[src/rtl/cic_pkg.sv]
// Shared CIC helpers: log2 sizing and full accumulator width.
// Used by cic_decimator and any downstream comb section.
package cic_pkg;

  function automatic int clog2(input int v);
    int r;
    r = 0;
    for (int p = 1; p < v; p = p * 2) begin
      r++;
    end
    return r;
  endfunction

  function automatic int width_full(
    input int win,
    input int stages,
    input int rate
  );
    return win + stages * clog2(rate);
  endfunction

endpackage

[src/rtl/cic_integrator.sv]
// One CIC integrator stage: wrapping accumulator with enable.
// Sync active-high reset clears the accumulator.
module cic_integrator #(
  parameter int W = 21
) (
  input  logic         clk,
  input  logic         rst,
  input  logic         i_en,
  input  logic [W-1:0] i_din,
  output logic [W-1:0] o_acc
);

  logic [W-1:0] r_acc;

  always_ff @(posedge clk) begin
    if (rst) begin
      r_acc <= '0;
    end else if (i_en) begin
      r_acc <= r_acc + i_din;
    end
  end

  assign o_acc = r_acc;

endmodule

[src/rtl/cic_decimator.sv]
// CIC integrator chain with decimating output register.
// Define CIC_DECIMATOR_ROUND_EN for round-half-up output.
module cic_decimator
  import cic_pkg::*;
#(
  parameter int WIDTH_IN  = 12,
  parameter int STAGES    = 3,
  parameter int RATE      = 8,
  parameter int WIDTH_OUT = 12
) (
  input  logic                 clk,
  input  logic                 rst,
  input  logic [WIDTH_IN-1:0]  x,
  input  logic                 x_valid,
  output logic [WIDTH_OUT-1:0] y,
  output logic                 y_valid
);

  localparam int WF = width_full(WIDTH_IN, STAGES, RATE);
  localparam int CW = clog2(RATE);
  localparam int SH = WF - WIDTH_OUT;
  localparam logic [CW-1:0] LAST = CW'(RATE - 1);

  logic [STAGES:0][WF-1:0] w_in;
  logic [WF-1:0]           w_last_nxt;
  logic [WF-1:0]           w_sel;
  logic [WIDTH_OUT-1:0]    w_y;
  logic [CW-1:0]           r_cnt;
  logic [WIDTH_OUT-1:0]    r_y;
  logic                    r_yv;

  assign w_in[0] = {{(WF - WIDTH_IN){x[WIDTH_IN-1]}}, x};

  genvar k;
  for (k = 0; k < STAGES; k++) begin : g_int
    cic_integrator #(
      .W(WF)
    ) u_int (
      .clk  (clk),
      .rst  (rst),
      .i_en (x_valid),
      .i_din(w_in[k]),
      .o_acc(w_in[k+1])
    );
  end

  // Post-update value of the last stage, seen before the edge
  assign w_last_nxt = w_in[STAGES] + w_in[STAGES-1];

`ifdef CIC_DECIMATOR_ROUND_EN
  if (SH > 0) begin : g_rnd
    localparam logic [WF-1:0] HALF = WF'(1) << (SH - 1);
    assign w_sel = w_last_nxt + HALF;
  end else begin : g_nornd
    assign w_sel = w_last_nxt;
  end
`else
  assign w_sel = w_last_nxt;
`endif

  assign w_y = WIDTH_OUT'(w_sel >> SH);

  always_ff @(posedge clk) begin
    if (rst) begin
      r_cnt <= '0;
      r_y   <= '0;
      r_yv  <= 1'b0;
    end else begin
      r_yv <= 1'b0;
      if (x_valid) begin
        if (r_cnt == LAST) begin
          r_cnt <= '0;
          r_y   <= w_y;
          r_yv  <= 1'b1;
        end else begin
          r_cnt <= r_cnt + 1'b1;
        end
      end
    end
  end

  assign y       = r_y;
  assign y_valid = r_yv;

endmodule

[config.mk]
export PLATFORM = sky130hd
export DESIGN_NAME = cic_decimator
export DESIGN_NICKNAME = d
export VERILOG_FILES = /design/src/rtl/cic_pkg.sv /design/src/rtl/cic_integrator.sv /design/src/rtl/cic_decimator.sv
export SDC_FILE = /design/constraint.sdc
export NUM_CORES = 1
export LEC_CHECK = 0
export ABC_AREA = 1
export BUFFER_PORTS_ARGS = -buffer_cell sky130_fd_sc_hd__buf_4
export CAP_MARGIN = 0
export CORE_MARGIN = 4
export CORE_UTILIZATION = 57
export CTS_BUF_LIST = sky130_fd_sc_hd__clkbuf_4 sky130_fd_sc_hd__clkbuf_8 sky130_fd_sc_hd__clkbuf_16
export DETAILED_ROUTE_END_ITERATION = 6
export GPL_TIMING_DRIVEN = 0
export HOLD_SLACK_MARGIN = 0.08
export PLACE_DENSITY_LB_ADDON = 0.15
export SETUP_SLACK_MARGIN = 0.4
export SYNTH_ARGS = -nofsm -noshare
export SYNTH_HDL_FRONTEND = slang
export SYNTH_HIERARCHICAL = 1
export SYNTH_SLANG_ARGS = --single-unit
[constraint.sdc]
create_clock -name clk -period 2.1 [get_ports clk]
set_clock_uncertainty 0.05 [all_clocks]
set_input_delay 0.42 -clock clk [delete_from_list [all_inputs] [get_ports clk]]
set_output_delay 0.42 -clock clk [all_outputs]
set_load 0.05 [all_outputs]
# [Yosys cells after proc, flatten, opt, wreduce, memory -nomap -nowiden]
# Cells that the tools add are included.
# Widths: inputs -> output; s select.
[word_totals] register_bits=79 latchBits=0 ramBits=0 mem_bits_ro=0 input_bits=15 n_memories=0
[classes] addsub=4 n_mul=0 div=0 n_lt_le_gt_ge=0 eq_ne=1 shifts=0 muxes=2 n_bitwise=1 n_reduce_logical=2
[op_table] cell="$add 21x21->21" n=3
[op_table] cell="$add 3x1->3 const B" n=1
[op_table] cell="$eq 3x3->1 const B" n=1
[op_table] cell="$mux 3" n=1
[op_table] cell="$reduce_and 2->1" n=1
[op_table] cell="$reduce_or 2->1" n=1
[op_table] cell="$mux 1" n=1
[op_table] cell="$not 1->1" n=1

# [Depth between registers and ports, before layout]
[logic_depth] depth_word=2 depth_mapped=13

# [Modules after synthesis]
# Netlist, hierarchy kept.
[modules_own_cells] module="cic_integrator" instances=3 cells_per_inst=377 area_per_inst_um2=2153.3 seq_area_each_um2=420.4
[modules_own_cells] module="cic_decimator" instances=1 cells_per_inst=346 area_per_inst_um2=1949.4 seq_area_each_um2=320.3

# [Least setup slack after synthesis]
# OpenSTA, ideal clock, no wires.
[synth_path] path_type="input port to flip-flop" start="in x[0]" end="reg g_int[0].u_int.r_acc[8]" setup_ns=0.115 t_arrival_ns=1.700 required_time_ns=1.935 slack_ns=0.235 stages=9 path_buffers=0 cell_sequence="ha_1 fa_1 nand3_1 nand3_2 nand3_1 nand2_2 xor2_1 o21ai_0 inv_1"
[synth_via] elab_chain_len=1
[synth_lines] element="start, declared" line="cic_decimator.sv:13" rtl="input logic [WIDTH_IN-1:0] x,"
[synth_lines] element="$add 21x21->21" line="cic_integrator.sv:19" rtl="r_acc <= r_acc + i_din;"
[synth_lines] element="end signal, assigned" line="cic_integrator.sv:19"
[synth_lines] element="end, declared" line="cic_integrator.sv:13" rtl="logic [W-1:0] r_acc;"
# Every way passes these cells.
# A chain may end at the register's enable or synchronous reset.

# [Worst setup path in the final report]
[layout_path] start="reg g_int[1].u_int.r_acc[0]" end="reg g_int[2].u_int.r_acc[14]"
[layout_via] elab_chain_len=1
[layout_lines] element="start, declared" line="cic_integrator.sv:13"
[layout_lines] element="start signal, assigned" line="cic_integrator.sv:19"
[layout_lines] element="$add 21x21->21" line="cic_integrator.sv:19"
[layout_lines] element="end signal, assigned" line="cic_integrator.sv:19"
[layout_lines] element="end, declared" line="cic_integrator.sv:13"
# Every way passes these cells.

==> results by group <==
CTS
  – CTS Buf Count: 9
  – Clock sink count: 79
  – H-tree levels: 3
  – CTS Buffer Depth: 2
  – CTS tree: built
  – Worst-skew pair later-pin latency: 0.36 ns
  – CTS clk-pin slew, worst paths: 0.07 ns
  – Root buf cell: clkbuf_16

Placement
  – I/O Buffers: 27
  – Area post-placement: 8877 um^2
  – Routability cong.: 0.9717
  – Dpl cells: 1688
  – DPL Wire Length: 18440 um

Setup path
  – Kind of critical path: register to register
  – Critical Path AT: 2.18 ns
  – Worst Setup End Kind: register
  – Cell depth of the worst setup path: 12
  – Startpoint Class: register
  – CP most frequent cell: nand2_1
  – Family with the most delay on the worst path: simple AND/OR/NAND/NOR gates
  – CP Data Required Time: 2.30 ns
  – CP Max Fanout: 4
  – CP max stage delay: 0.43 ns
  – Slowest-stage cell, CP: fa_2
  – CP Cell Sequence: ha_4 -> fa_2 -> nand3_2 -> nand3_4 -> nand2_2 -> nand2_4 -> nand3_2 -> nand2_1 -> nand2_1 -> nand3_1 -> nand2_1 -> inv_1
  – Cells on worst reg2reg path: 12
  – Buf/Inv on CP: 1

Synthesis
  – Post-synth top flop: dfxtp_1
  – Post-Synthesis Cells: 1477
  – Syn_nets: 1576
  – Mapped Area: 8409 um^2
  – Post-synthesis register bit count: 79
  – Top cells by count, synth: 464 x nand2_1, 262 x inv_1, 213 x nor2_1
  – Top-area cell type share of the netlist area: 20.71%
  – EDFF count, synth: 0
  – Yosys warning count: 6
  – Cell taking the most area after synthesis: nand2_1
  – Leading post-synthesis cells by cell area: nand2_1 21%, dfxtp_1 19%, ha_1 12%
  – Most common cell in the netlist: nand2_1
  – Seq/Total Area, Yosys: 18.81%
  – Asr flop ratio synth: 0%
  – Distinct cells, synth: 29
  – Syn Area/Cell: 5.694 um^2

Power and ir drop
  – Sequential Power Share: 27.8%
  – Worst IR Drop VDD: 0.5643 mV
  – Lkg Pwr: 6.143 nW
  – Total internal power: 0.004016 W
  – Switching Share: 42.72%
  – P_sw: 0.002995 W
  – Clock share of power: 24.3%
  – Comb power frac: 47.9%
  – PwrDens: 593.4 nW/um^2

Final layout
  – Post-route cell area: 11820 um^2
  – Area Growth Syn to Fin: 40.51%
  – Fraction of layout cells with a size suffix above 1: 33.35%
  – Layout Nets: 1659
  – Diode count: 0
  – Non-Filler Instances: 1749

Min path
  – Worst min path class: input port to register
  – Worst hold path depth: 4

STA
  – Max Freq: 0.5042 GHz
  – Fin. max-slew vios: 0
  – Worst hold slack: 0.4107 ns
  – Relative slew slack: 49.30%
  – Tcrit/Tclk final: 94.45%
  – Setup TNS: 0 ns
  – Unrepaired setup endpoints after global routing: yes
  – # setup viols final: 0
  – Worst Tran Pin Value: 0.7605 ns
  – Final Hold Fails: 0
  – Final min period: 1.984 ns

Routing
  – DR vias: 10127
  – Antenna viol nets, final: 0
  – DR iter-0 viols: 1327
  – DRC violations left: 0
  – DR WL/cell: 17.91 um
  – Final WL: 31320 um
  – Via/cell ratio: 5.790
  – First drt pass iteration count: 6

Floorplanning
  – Row cnt: 44
  – Width of the chip: 129.5 um
  – Core area: 14480 um^2
  – Initial Util: 58.08%
  – Die ar.: 16760 um^2
  – I/O pin count: 28
  – Chip height: 129.5 um

Run status
  – Status: finished, final reports clean

GRT
  – First-pass GRT wire length: 39810 um
  – Largest net degree at the start of global routing: 22
  – Vias in the first global route: 7974
  – Gr ovfl total: 0
  – Initial antenna violation count: 0
  – GRT Overall Usage: 29.63%

Flow run
  – Max-Cap Viols: 0
-- power groups by stage --
| stage | logic, W | clock network (W) | registers (W) |
|---|---|---|---|
| global route | 0.00360 | 0.00179 | 0.00196 |
| global placement | 0.00206 | 0 | 0.00183 |
| detailed placement | 0.00209 | 0 | 0.00183 |
| floorplan | 0.00166 | 0 | 0.00177 |
| CTS | 0.00242 | 0.00172 | 0.00186 |
| finish | 0.00336 | 0.00170 | 0.00195 |
-- cell families (layout without fill, tap and decap cells) --
family / Yosys count / after routing / synth area share, %
DFF: 79 / 79 / 18.81
buffers and inverters: 295 / 383 / 13.29
xor gates and xnor gates: 33 / 33 / 3.437
AOI/OAI and AO/OA: 102 / 102 / 6.785
and+or+nand+nor: 884 / 884 / 44.92
adders and majority gates: 84 / 84 / 12.77
-- worst register-to-register path: cells and delay by family (launching register included) --
family / cells / cell delay (ns)
and+or+nand+nor: 9 / 0.78
adders and majority gates: 2 / 0.61
DFF: 1 / 0.38
buffers and inverters: 1 / 0.05
-- stage by stage --
step	util [%]	worst slack, ns	power, W
floorplan	-	0.3370	0.003426
detailed placement	61.31	-0.06939	0.003923
global placement	61.31	-0.07378	0.003890
CTS	70.30	0.2590	0.006004
global route	81.61	0.02581	0.007353
finish	81.61	0.1165	0.007011
-- flip-flops by register name, summed over array words and instances (netlist names) --
register,cells
g_int.u_int/o_acc,63
y,12
r_cnt,3
y_valid,1
-- cell type report --
| type | instances | area (um^2) |
|---|---|---|
| multi-input combinational | 1103 | 7830 |
| inverter | 274 | 1033 |
| clock inverter | 6 | 75.07 |
| tap | 184 | 230.2 |
| clock buffer | 10 | 239.0 |
| sequential | 79 | 1729 |
| buffer | 21 | 88.84 |
| timing repair buffer | 72 | 590.6 |
| fill | 886 | 2663 |
-- path summary, 6_finish.rpt --
check | startpoint | end | slack (ns)
setup / recovery | g_int[1].u_int/o_acc[0]$_SDFFE_PP0P_ | g_int[2].u_int/o_acc[14]$_SDFFE_PP0P_ | 0.12
setup reg to reg | g_int[1].u_int/o_acc[0]$_SDFFE_PP0P_ | g_int[2].u_int/o_acc[14]$_SDFFE_PP0P_ | 0.12
hold / removal | rst | y[1]$_SDFFE_PP0P_ | 0.41
hold reg to reg | r_cnt[1]$_SDFFE_PP0P_ | r_cnt[1]$_SDFFE_PP0P_ | 0.42
-- timing repair --
item	in CTS	in global routing
hold buffers	0	0
buffers inserted	16	29
pin swaps	34	111
endpoints found under the setup margin	62	63
gates resized for setup	178	326
-- routing by layer --
layer	GRT usage, %	up-vias	wire, um
met3	6.265	162	3241
met1	43.36	4622	12550
met5	0	-	0
met2	44.36	634	14120
met4	7.579	0	1403
li1	-	4709	-
-- layout by cell type (no fill, tap or decap), drive strengths merged, types with 27 or more instances in the layout --
| master | n |
|---|---|
| o21ai | 34 |
| nand2 | 487 |
| dfxtp | 79 |
| nand3 | 130 |
| xor2 | 29 |
| inv | 277 |
| a21oi | 59 |
| clkbuf | 27 |
| nor2 | 241 |
| ha | 81 |
| buf | 76 |
No activity file was read; power rests on OpenSTA's default activity.
